### config.mk
export PLATFORM = sky130hd
export DESIGN_NAME = register_pipe
export DESIGN_NICKNAME = d
export VERILOG_FILES = /design/src/rtl/register_pkg.sv /design/src/rtl/register_stage.sv /design/src/rtl/register_pipe.sv
export SDC_FILE = /design/constraint.sdc
export NUM_CORES = 1
export LEC_CHECK = 0
export CORE_ASPECT_RATIO = 1.75
export CORE_MARGIN = 4
export CORE_UTILIZATION = 55
export DETAILED_ROUTE_END_ITERATION = 6
export DONT_BUFFER_PORTS = 1
export PLACE_DENSITY = 0.72
export SYNTH_ARGS = -nofsm -noshare
export SYNTH_HDL_FRONTEND = slang
export SYNTH_SLANG_ARGS = --single-unit
export TNS_END_PERCENT = 30
### constraint.sdc
create_clock -name clk -period 2.2 [get_ports clk]
set_input_delay 0.33 -clock clk [delete_from_list [all_inputs] [get_ports clk]]
set_output_delay 0.33 -clock clk [all_outputs]
set_load 0.05 [all_outputs]
### src/rtl/register_pkg.sv
// Shared constants and helpers for the elastic register pipeline.
// Defaults for width/depth plus the count-port width function.
package register_pkg;

    localparam int REG_DEFAULT_WIDTH = 8;
    localparam int REG_DEFAULT_DEPTH = 4;

    function automatic int cnt_width(input int depth);
        return $clog2(depth + 1);
    endfunction

endpackage

### src/rtl/register_stage.sv
// One valid/data slot of the elastic pipeline with enable-hold behaviour.
// Ports: clk, rst (async high), flush, up_valid/up_data in,
//        dn_ready in, rdy out, valid/data out (registered).
module register_stage
    import register_pkg::*;
#(
    parameter int                WIDTH     = REG_DEFAULT_WIDTH,
    parameter logic [WIDTH-1:0]  RESET_VAL = '0
) (
    input  logic             clk,
    input  logic             rst,
    input  logic             flush,
    input  logic             up_valid,
    input  logic [WIDTH-1:0] up_data,
    input  logic             dn_ready,
    output logic             rdy,
    output logic             valid,
    output logic [WIDTH-1:0] data
);

    logic             valid_q, valid_d;
    logic [WIDTH-1:0] data_q, data_d;

    // Slot can take a word if empty or if its word moves on this edge.
    assign rdy   = !valid_q || dn_ready;
    assign valid = valid_q;
    assign data  = data_q;

    always_comb begin
        valid_d = valid_q;
        data_d  = data_q;
        if (flush) begin
            // Flush drops words but leaves the data registers alone.
            valid_d = 1'b0;
        end else if (rdy) begin
            valid_d = up_valid;
            data_d  = up_data;
        end
    end

    always_ff @(posedge clk or posedge rst) begin
        if (rst) begin
            valid_q <= 1'b0;
            data_q  <= RESET_VAL;
        end else begin
            valid_q <= valid_d;
            data_q  <= data_d;
        end
    end

endmodule

### src/rtl/register_pipe.sv
// Elastic register pipeline: DEPTH handshaked stages of WIDTH bits.
// Ports: clk, rst, flush, in_valid/in_ready/in_data,
//        out_valid/out_ready/out_data, count (valid stages).
module register_pipe
    import register_pkg::*;
#(
    parameter int               WIDTH     = REG_DEFAULT_WIDTH,
    parameter int               DEPTH     = REG_DEFAULT_DEPTH,
    parameter logic [WIDTH-1:0] RESET_VAL = '0
) (
    input  logic                        clk,
    input  logic                        rst,
    input  logic                        flush,
    input  logic                        in_valid,
    output logic                        in_ready,
    input  logic [WIDTH-1:0]            in_data,
    output logic                        out_valid,
    input  logic                        out_ready,
    output logic [WIDTH-1:0]            out_data,
    output logic [cnt_width(DEPTH)-1:0] count
);

    localparam int CW = cnt_width(DEPTH);

    logic [DEPTH-1:0] vld;
    logic [DEPTH-1:0] rdy;
    logic [DEPTH-1:0] up_vld;
    logic [DEPTH-1:0] dn_rdy;
    logic [WIDTH-1:0] dat    [DEPTH];
    logic [WIDTH-1:0] up_dat [DEPTH];

    for (genvar i = 0; i < DEPTH; i++) begin : g_stage
        if (i == 0) begin : g_head
            assign up_vld[i] = in_valid;
            assign up_dat[i] = in_data;
        end else begin : g_link
            assign up_vld[i] = vld[i-1];
            assign up_dat[i] = dat[i-1];
        end

        // Ready ripples back from the consumer through every stage.
        if (i == DEPTH - 1) begin : g_tail
            assign dn_rdy[i] = out_ready;
        end else begin : g_mid
            assign dn_rdy[i] = rdy[i+1];
        end

        register_stage #(
            .WIDTH     (WIDTH),
            .RESET_VAL (RESET_VAL)
        ) u_stage (
            .clk      (clk),
            .rst      (rst),
            .flush    (flush),
            .up_valid (up_vld[i]),
            .up_data  (up_dat[i]),
            .dn_ready (dn_rdy[i]),
            .rdy      (rdy[i]),
            .valid    (vld[i]),
            .data     (dat[i])
        );
    end

    assign in_ready  = rdy[0] && !flush;
    assign out_valid = vld[DEPTH-1];
    assign out_data  = dat[DEPTH-1];

    always_comb begin
        count = '0;
        for (int i = 0; i < DEPTH; i++) begin
            count = count + CW'(vld[i]);
        end
    end

endmodule

==> flow_metrics.tcl, run 1 <==
set metrics [dict create \
    hpwl_um 1560 \
    synth_top_cell_area_share_pct 60.3 \
    track_usage_pct 13.5 \
    synthTopCellsByArea "dfrtp_1, mux2_2, buf_4" \
    synth_edf_count 0 \
    multi_input_area_um2 517 \
    die_w_um 47.4 \
    yosys_warnings 0 \
    dieArea_um2 3650 \
    synth_cell_type_count 15 \
    hold_violations 0 \
    portBuffers 0 \
    grt_pass1_wl_um 3460 \
    clk_pin_slew_ns 0.07 \
    slew_headroom_pct 67.7 \
    cp_max_fo 2 \
    synth_nets 118 \
    busiest_layer "met2" \
    synth.avg_cell_area_um2 14.7 \
    worst_setup_path_start_kind "flop" \
    power_mw 1.69 \
    setup_tns_ns 0 \
    setup_viol 0 \
    num_rows 24 \
    cts.root.buffer_cell "clkbuf_8" \
    gp_congestion 0.687 \
    status "finished, final reports clean" \
    ys_ff_latch 36 \
    grtUsageMet2_pct 20.4 \
    synth_area_um2 1500 \
    core_um2 2550 \
    async_flop_share_pct 100 \
    tritoncts "yes" \
    irDropWorstVdd_mv 0.613 \
    final_cells 132 \
    yosys_most_used_dff "dfrtp_1" \
    synth_common_cells "dfrtp_1, mux2_2, buf_4" \
    worstMarginPinSlew_ns 0.485 \
    nets 121 \
    criticalPathCategory "flop to output port" \
    grt_setup_unrepaired "false" \
    seq_area_frac_synth_pct 60.3 \
    grt.overflow.total 0 \
    antenna_found_initial 0 \
    ios 26 \
    die_y_um 77.0 \
    area_growth_pct 9.62 \
    drt-total-wl_um 2130 \
    max-cap-violations 0 \
    drcViolationCount 0 \
    dp.cells 123 \
    syn-instance-count 102 \
    use_met1_pct 16.7 \
    nFillCells 183 \
    fin_skew_ns 0.00774 \
    num_vias 733 \
    cts_buffers 5 \
    grt_use_met3_pct 4.92 \
    p_leak_nw 0.730 \
    critPathArrivalTime_ns 1.80 \
    drive_gt1_share_pct 49.1 \
    start_util_pct 58.6 \
    yosysMostFrequentCell "dfrtp_1" \
    drt_iter0_markers 19 \
    required_ns 1.87 \
    clock-sinks 36 \
    fmax_mhz 470 \
    post-route-period-util_pct 96.7 \
    detail_route.first_pass.iterations 2 \
    critPathCaptureType "output port" \
    grt_max_degree 37 \
    ant_nets 0 \
    htree_levels 2 \
    yosysTopAreaCell "dfrtp_1" \
    regArea_um2 902 \
    layout_min_cycle_time_ns 2.13 \
    wire_per_inst_um 16.2 \
    slew_violations 0 \
    cts_buffer_depth 2 \
    clock_latency_ns 0.28 \
    num_antenna_cells 0 \
    hold_class "primary input to asynchronous set/reset pin" \
    powerDensity_nw_per_um2 1030 \
    routed_via_density 5.55 \
    grt_pass1_vias 746 \
]
layer usage:
| metal | part of all wire, % | vias to the layer above | wire, um |
|---|---|---|---|
| li1 | - | 337 | - |
| met1 | 41 | 370 | 872 |
| met2 | 51 | 23 | 1090 |
| met3 | 6.7 | 3 | 143 |
| met4 | 1.4 | 0 | 29 |
| met5 | 0 | - | 0 |
flip-flops by register name, summed over array words and instances, names as in the netlist:
| name | flops |
|---|---|
| g_stage.u_stage.valid | 4 |
| g_stage.u_stage.data | 32 |
report_power, final:
part	switching (mW)	total, mW	internal (mW)
combinational	0.0745	0.183	0.108
clock	0.211	0.547	0.336
sequential	0.193	0.958	0.765
total	0.478	1.69	1.21
area by class of cell:
cell class	instances	area share, %
Sequential cell	36	55.0
Inverter	6	1.37
Clock buffer	6	4.43
Timing Repair Buffer	6	3.51
Clock inverter	2	2.14
Multi-Input combinational cell	50	31.5
Tap cell	26	1.98
worst max-delay path, stage by stage (launching register included):
cell     delay (ns)
dfrtp_2        0.36
inv_1          0.05
fa_1           0.53
inv_1          0.05
ha_2           0.18
ha_4           0.35
placed cells by master (no fill, tap or decap), drive strengths merged:
| cell | instances |
|---|---|
| a21oi | 2 |
| and3b | 1 |
| and4b | 1 |
| buf | 6 |
| bufinv | 1 |
| clkbuf | 6 |
| clkinv | 1 |
| dfrtp | 36 |
| fa | 1 |
| ha | 2 |
| inv | 6 |
| mux2 | 32 |
| nor2 | 10 |
| nor2b | 1 |
metrics by stage:
| stage | area, um2 | hold slack, ns | setup slack [ns] | utilization, % |
|---|---|---|---|---|
| floorplan | 1500 | 0.457 | 0.0446 | - |
| global placement | 1510 | 0.337 | 0.214 | 59.2 |
| detailed placement | 1510 | 0.346 | 0.180 | 59.2 |
| CTS | 1640 | 0.0349 | 0.0239 | 64.1 |
| global route | 1640 | 0.0598 | 0.00539 | 64.2 |
| finish | 1640 | 0.0273 | 0.0730 | 64.2 |
logic make-up (layout without fill, tap and decap cells):
logic type | count (synthesis) | in the layout | synth area share (%)
buf+inv | 16 | 20 | 6.19
flops | 36 | 36 | 60.3
compound gates | 2 | 2 | 1.42
mux | 32 | 32 | 24.1
fa+ha+maj | 3 | 3 | 3.01
simple gates | 13 | 13 | 5.02
what timing repair did:
| action | 4_1_cts | 5_1_grt |
|---|---|---|
| setup buffers | 1 | 0 |
| endpoints found under the setup margin | 1 | 1 |
| pin swaps | 0 | 1 |
| hold buffers | 0 | 0 |
| gates resized for setup | 1 | 1 |
worst paths after layout:
kind,startpoint,to,slack (ns),depth (start not counted)
hold reg to reg,g_stage[1].u_stage.data[1],g_stage[2].u_stage.data[1],0.50,1
setup / recovery,g_stage[3].u_stage.valid,count[1],0.07,5
max in group asynchronous,rst,g_stage[3].u_stage.valid,1.84,2
hold / removal,rst,g_stage[3].u_stage.data[4],0.03,2
setup reg to reg,g_stage[3].u_stage.valid,g_stage[0].u_stage.data[3],0.36,5
min in group clk,flush,g_stage[2].u_stage.valid,0.10,1
No activity file was read; power rests on OpenSTA's default activity.
==> run 2, diff against run 1 <==
--- a/config.mk
+++ b/config.mk
@@ -10,6 +10,7 @@
 export CORE_UTILIZATION = 55
 export DETAILED_ROUTE_END_ITERATION = 6
 export DONT_BUFFER_PORTS = 1
+export HOLD_SLACK_MARGIN = 0.03
 export PLACE_DENSITY = 0.72
 export SYNTH_ARGS = -nofsm -noshare
 export SYNTH_HDL_FRONTEND = slang
==> results of run 2 <==
Same layout as run 1: the final DEF is identical, and so are final timing and power.
